--- config.mk ---
export PLATFORM = sky130hd
export DESIGN_NAME = fetch_ctrl
export DESIGN_NICKNAME = d
export VERILOG_FILES = /design/src/rtl/fetch_ctrl.sv
export SDC_FILE = /design/constraint.sdc
export NUM_CORES = 1
export LEC_CHECK = 0
export ABC_AREA = 1
export BUFFER_PORTS_ARGS = -buffer_cell sky130_fd_sc_hd__buf_2
export CAP_MARGIN = 10
export CORE_UTILIZATION = 50
export DETAILED_ROUTE_END_ITERATION = 16
export PLACE_DENSITY = 0.82
export SLEW_MARGIN = 20
export SYNTH_ARGS = -nofsm -noshare
export SYNTH_HDL_FRONTEND = slang
export SYNTH_SLANG_ARGS = --single-unit
--- constraint.sdc ---
create_clock -name clk -period 3 [get_ports clk]
set_input_delay 0 -clock clk [delete_from_list [all_inputs] [get_ports clk]]
set_output_delay 0 -clock clk [all_outputs]
set_load 0.005 [all_outputs]
--- src/rtl/fetch_ctrl.sv ---
// fetch_ctrl: fetch-stage sequencer that owns the PC and runs the IMEM request / IR strobe / decode handshake
//   in : clk, rst_n (async active-low), start, redirect, redirect_pc, mem_ack, dec_ready
//   out: mem_req, mem_addr (= pc_q), ir_wr, ir_rd, dec_valid, pc_q, pc_en, fetch_err, busy
module fetch_ctrl #(
  parameter int INST_W   = 67,
  parameter int ADDR_W   = 32,
  parameter int PC_STEP  = 4,
  parameter int RESET_PC = 0,
  parameter int TIMEOUT  = 15
) (
  input  logic              clk,
  input  logic              rst_n,
  input  logic              start,
  input  logic              redirect,
  input  logic [ADDR_W-1:0] redirect_pc,
  output logic              mem_req,
  output logic [ADDR_W-1:0] mem_addr,
  input  logic              mem_ack,
  output logic              ir_wr,
  output logic              ir_rd,
  output logic              dec_valid,
  input  logic              dec_ready,
  output logic [ADDR_W-1:0] pc_q,
  output logic              pc_en,
  output logic              fetch_err,
  output logic              busy
);
  if (INST_W < 1 || TIMEOUT < 1) begin : g_bad_param
    $error("fetch_ctrl: INST_W and TIMEOUT must be >= 1");
  end
  localparam int CW = $clog2(TIMEOUT + 1);
  typedef enum logic [2:0] {IDLE, REQ, LOAD, VALID, ERR} state_e;
  state_e            state_q, state_d;
  logic [CW-1:0]     cnt_q, cnt_d;
  logic [ADDR_W-1:0] pc_d;
  always_comb begin
    state_d = state_q;
    case (state_q)
      IDLE:    state_d = start ? REQ : IDLE;
      REQ:     state_d = mem_ack ? LOAD : (cnt_q == CW'(TIMEOUT - 1) ? ERR : REQ);
      LOAD:    state_d = VALID;
      VALID:   state_d = dec_ready ? (start ? REQ : IDLE) : VALID;
      default: state_d = ERR;
    endcase
    if (redirect) state_d = start ? REQ : IDLE;
    cnt_d = (state_q == REQ && !redirect) ? cnt_q + 1'b1 : '0;
    pc_d  = redirect ? redirect_pc : (state_q == LOAD ? pc_q + ADDR_W'(PC_STEP) : pc_q);
  end
  always_ff @(posedge clk or negedge rst_n) begin
    if (!rst_n) begin
      state_q <= IDLE;
      cnt_q   <= '0;
      pc_q    <= ADDR_W'(RESET_PC);
    end else begin
      state_q <= state_d;
      cnt_q   <= cnt_d;
      pc_q    <= pc_d;
    end
  end
  assign mem_req   = state_q == REQ;
  assign mem_addr  = pc_q;
  assign ir_wr     = state_q == LOAD;
  // a redirect during LOAD replaces the increment, so the advance pulse is withheld
  assign pc_en     = state_q == LOAD && !redirect;
  assign ir_rd     = state_q == VALID;
  assign dec_valid = state_q == VALID;
  assign fetch_err = state_q == ERR;
  assign busy      = state_q inside {REQ, LOAD, VALID};
endmodule

After elaboration in Yosys (flattened, before gate mapping)
Index checks and enable logic that the tools add are counted.

cells by class
  add/subtract/negate cells = 2
  multipliers = 0
  div/mod/pow operators = 0
  $lt $le $gt $ge = 0
  eq/ne operators = 5
  shifts and indexed selects = 0
  multiplexer cells = 9
  bitwise operators = 0
  reductions and logical operators = 6

operators by type and width
  kind                                                 count
  two-way mux 32 bit                                   2
  adder 32 x 3 -> 32 bit, second input constant        1
  two-way mux 3 bit                                    4
  one-hot mux 3 bit (4 select lines)                   1
  equality test 3 x 2 -> 1 bit, second input constant  2
  adder 4 x 1 -> 4 bit, second input constant          1
  equality test 4 bit, second input constant           1
  two-way mux 4 bit                                    1
  equality test 3 x 1 -> 1 bit, second input constant  1
  equality test 3 bit, second input constant           1
  zero test 3 bit                                      1
  nonzero test 3 bit                                   1
  logical AND 1 bit                                    2
  nonzero test 2 bit                                   1
  zero test 1 bit                                      1
  two-way mux 1 bit                                    1

storage, ports and cells
  register bits = 39
  bits in latches = 0
  bits in writable memories = 0
  memory bits (read-only) = 0
  input bits = 38
  output and inout bits = 71
  logic and storage cells = 25
  memories = 0

Logic depth before layout (Yosys ltp)
  word-level depth = 5
  depth in mapped cells = 10

Least setup slack after synthesis
No wires, ideal clock.

  kind = reg-to-reg
  from = reg pc_q[2], in the netlist mem_addr[2]
  to = reg pc_q[16], in the netlist mem_addr[16]
  setup time = 124 ps
  arrival time = 1325 ps
  slack = 1551 ps
  stages on the path, launching flop included = 8
  buffers on the path = 0
  clock period less this slack = 1449 ps
  cell sequence = dfrtp_1 -> ha_1 -> nand3_2 -> nor2_1 -> nand3_1 -> xnor2_1 -> nand2_1 -> nand3_1

on the way
  cells in the longest elaborated chain, start to end = 3

ends and longest elaborated chain
  what                             line  RTL
  from (decl)                      23    output logic [ADDR_W-1:0] pc_q,
  from (signal assigned)           53    pc_q <= ADDR_W'(RESET_PC);
  from (signal assigned)           57    pc_q <= pc_d;
  adder 32 x 3 -> 32 bit           47    pc_d = redirect ? redirect_pc : (state_q == LOAD ? pc_q + ADDR_W'(PC_STEP) : pc_q);
  two-way mux 32 bit (2 in a row)  47

No other way between the ends. The select of a mux whose other input is x is not followed.
A chain may end at the register's enable or synchronous reset.

Final worst setup path
Same ends and word-level chain as after synthesis.

==> flow_summary_export.csv <==
group,metric,value,unit
layout,antennaDiodeCount,0,
clock_tree,cts.clk_slew.worst_paths,0.08,ns
worst_setup_path,cp_max_fo,7,
routing,via_count,2926,
global_routing,grt_start_max_net_pins,40,
power,p_seq_frac,0.427,
global_routing,grt_pass1_vias,2653,
global_routing,grt_pass1_wl,12100,um
floorplan,die_w,76.97,um
global_routing,grt.total_usage,0.2538,
synth,synth_seq_cells,39,
power,clkPwrFrac,0.334,
clock_tree,clock_sinks,39,
synth,synth-xor-area-share,0.04363,
placement,io_buffers,108,
clock_tree,root_buffer,"clkbuf_8",
synth,synthesis.area,2810,sq um
power,leakagePower,1.823,nW
power,intPower,0.001093,W
clock_tree,clk_latency,0.30,ns
worst_setup_path,worstReg2RegStart,"mem_addr[2]",
sta,grt_setup_unrepaired,"false",
power,switching_share,0.3057,
sta,final.setup.tns,0,ns
run_status,outcome,"completed",
sta,max_freq,576.2,MHz
synth,yosysUniqueCellTypes,29,
min_path,hold_path_startpoint,"redirect_pc[20]",
floorplan,die_area,5924,sq um
layout,drive_gt1_frac,0.2611,
flow_run,maxCapViolCount,0,
worst_setup_path,critPathArrivalTime,1.92,ns
layout,syn_to_final_growth,27.07,%
sta,fin_hold_ws,0.001598,ns
floorplan,io-pin-count,109,
sta,fin_crit_sh,0.5785,
sta,finClkSkew,0.009648,ns
power,ir_worst_vdd,0.2038,mV
routing,drt-initial-drc-count,199,
worst_setup_path,endpoint_kind,"flop",
sta,worst_slew_pin_slew,0.8751,ns
clock_tree,cts_tree,"done",
routing,detail-route-antenna-nets,0,
clock_tree,postCtsSetupRepairBufs,0,
synth,synth_top_family_by_area,"simple AND/OR/NAND/NOR gates",
global_routing,antenna_found_initial,0,
routing,drt-vias-per-instance,4.985,
worst_setup_path,path_class,"flop to flop",
placement,place_hpwl,5136,um
floorplan,initial_utilization,0.5332,
min_path,holdPathEnd,"mem_addr[20]",
worst_setup_path,r2r_end,"mem_addr[16]",
synth,synth.mux.area_fraction,0,
routing,drt_first_pass_iters,6,
synth,synth-seq-area-share,0.3473,
floorplan,core,5270,sq um
min_path,min_path_type,"input pin to flop",
sta,finalSetupViolCount,0,
power,switchingPower,0.0004815,W
global_routing,grt_remaining_overflow,0,
worst_setup_path,r2r_cells,7,
synth,synth.net_count,453,
routing,wl_per_cell,12.19,um
power,power_density,441.0,nW/um^2
synth,synth_warnings,0,
placement,dp.cells,550,
min_path,whs_path_depth,4,
clock_tree,htree_levels,2,
clock_tree,clockBufferDepth,2,
synth,synth_fa_ha_area_frac,0.01336,
routing,wl,7157,um
layout,nNetsFinal,557,
layout,final_cell_count_no_fill,587,
routing,drc_errors,0,
worst_setup_path,startpoint_type,"flop",
synth,synthSimpleGateAreaFrac,0.3887,
placement,place.gp.congestion,0.8960,
sta,drv_slew,0,
clock_tree,numCtsBuffers,5,
worst_setup_path,r2r_slack,1.26,ns
sta,min_period,1.736,ns
sta,hold_viol,0,
synth,syn_inst,412,
synth,syn_area_per_cell,6.821,sq um
floorplan,num_rows,26,
synth,synth_compound_area_frac,0.05922,
power,combPwrFrac,0.239,
worst_setup_path,cp_data_required_time,3.18,ns
sta,max_slew_margin,0.4166,
floorplan,die_y,76.97,um
-- sequential cells by signal, summed over array words and instances, names as in the netlist --
name,flops
mem_addr,32
cnt_q,4
state_q,3
-- how the worst max path moves through the flow --
| stage | from | to | slack (ns) | cells after the start |
|---|---|---|---|---|
| 2_1_floorplan | mem_addr[2] | mem_addr[16] | 1.55 | 7 |
| 3_3_place_gp | redirect | mem_addr[19] | 1.29 | 6 |
| 3_5_place_dp | redirect | mem_addr[27] | 1.21 | 6 |
| 4_1_cts | mem_addr[2] | mem_addr[16] | 1.29 | 7 |
| 5_1_grt | mem_addr[2] | mem_addr[26] | 1.10 | 8 |
| 6_report | mem_addr[2] | mem_addr[16] | 1.26 | 7 |
-- stage by stage --
stage | cell area [sq um] | util | total power [W] | setup slack, ns
6_report | 3571 | 0.6776 | 0.001575 | 1.264
5_1_grt | 3571 | 0.6776 | 0.001657 | 1.104
4_1_cts | 3571 | 0.6776 | 0.001575 | 1.293
3_5_place_dp | 3148 | 0.5973 | 0.001025 | 1.210
3_3_place_gp | 3148 | 0.5973 | 0.001015 | 1.295
2_1_floorplan | 2810 | - | 0.0009139 | 1.551
-- per-layer routing --
layer,GRT usage,up-vias,wire [um]
li1,-,1470,-
met1,0.3295,1325,3183
met2,0.4313,121,3375
met3,0.04167,10,506
met4,0.07925,0,92
met5,0,-,0
-- power groups by stage --
stage	Clock, W	Combinational (W)	Sequential (W)
2_1_floorplan	0	0.000248	0.000666
3_3_place_gp	0	0.000339	0.000676
3_5_place_dp	0	0.000345	0.000680
4_1_cts	0.000528	0.000376	0.000671
5_1_grt	0.000550	0.000425	0.000683
6_report	0.000526	0.000377	0.000673
-- cell usage in the layout, fill, tap and decap left out, drive strengths merged, types with 3 or more instances in the layout --
master / count
o211ai: 3
nand3: 43
xor2: 8
inv: 32
o21bai: 4
nor2: 57
clkbuf: 6
nand2: 150
dlygate4sd3: 29
xnor2: 6
ha: 3
a21oi: 9
buf: 108
o21ai: 8
dfrtp: 39
-- cell usage after synthesis, drive strengths merged --
cell type  number  share of area
buf            36          0.098
xor2            8          0.025
o21ai           8          0.014
nand3b          2         0.0053
and2            2         0.0045
clkinv          1         0.0018
inv            32          0.043
nor2           57          0.090
ha              3          0.013
o311ai          1         0.0031
o21a            1         0.0027
nand3          43          0.078
o21bai          4          0.011
a31oi           2         0.0045
a21oi           9          0.016
nor3            1         0.0018
clkbuf          4         0.0053
xnor2           6          0.019
o211ai          3         0.0080
dfrtp          39           0.35
nand2         150           0.21
-- area by class of cell --
type	count	area, sq um
clock buffers	6	72.57
clock inverters	2	60.06
fillers	463	1699
inverters	33	125.1
multi-input cells	300	1419
flip-flops and latches	39	975.9
well taps	70	87.58
repair buffers	137	830.8
-- worst max-delay path: stages, from the launching register on --
cell	delay, ns
dfrtp_1	0.49
ha_1	0.25
nand3_2	0.12
nor2_1	0.31
nand3_1	0.16
xnor2_1	0.15
nand2_1	0.06
nand3_1	0.07
-- cells by family after synthesis --
logic type | after synthesis
fa+ha+maj | 3
xor+xnor | 14
compound gates | 28
flops | 39
buf+inv | 73
simple gates | 255
-- timing repair --
action	in CTS	in global routing
hold endpoints to repair	68	0
gates resized for setup	0	0
hold buffers	29	0
No activity file was read; power rests on OpenSTA's default activity.
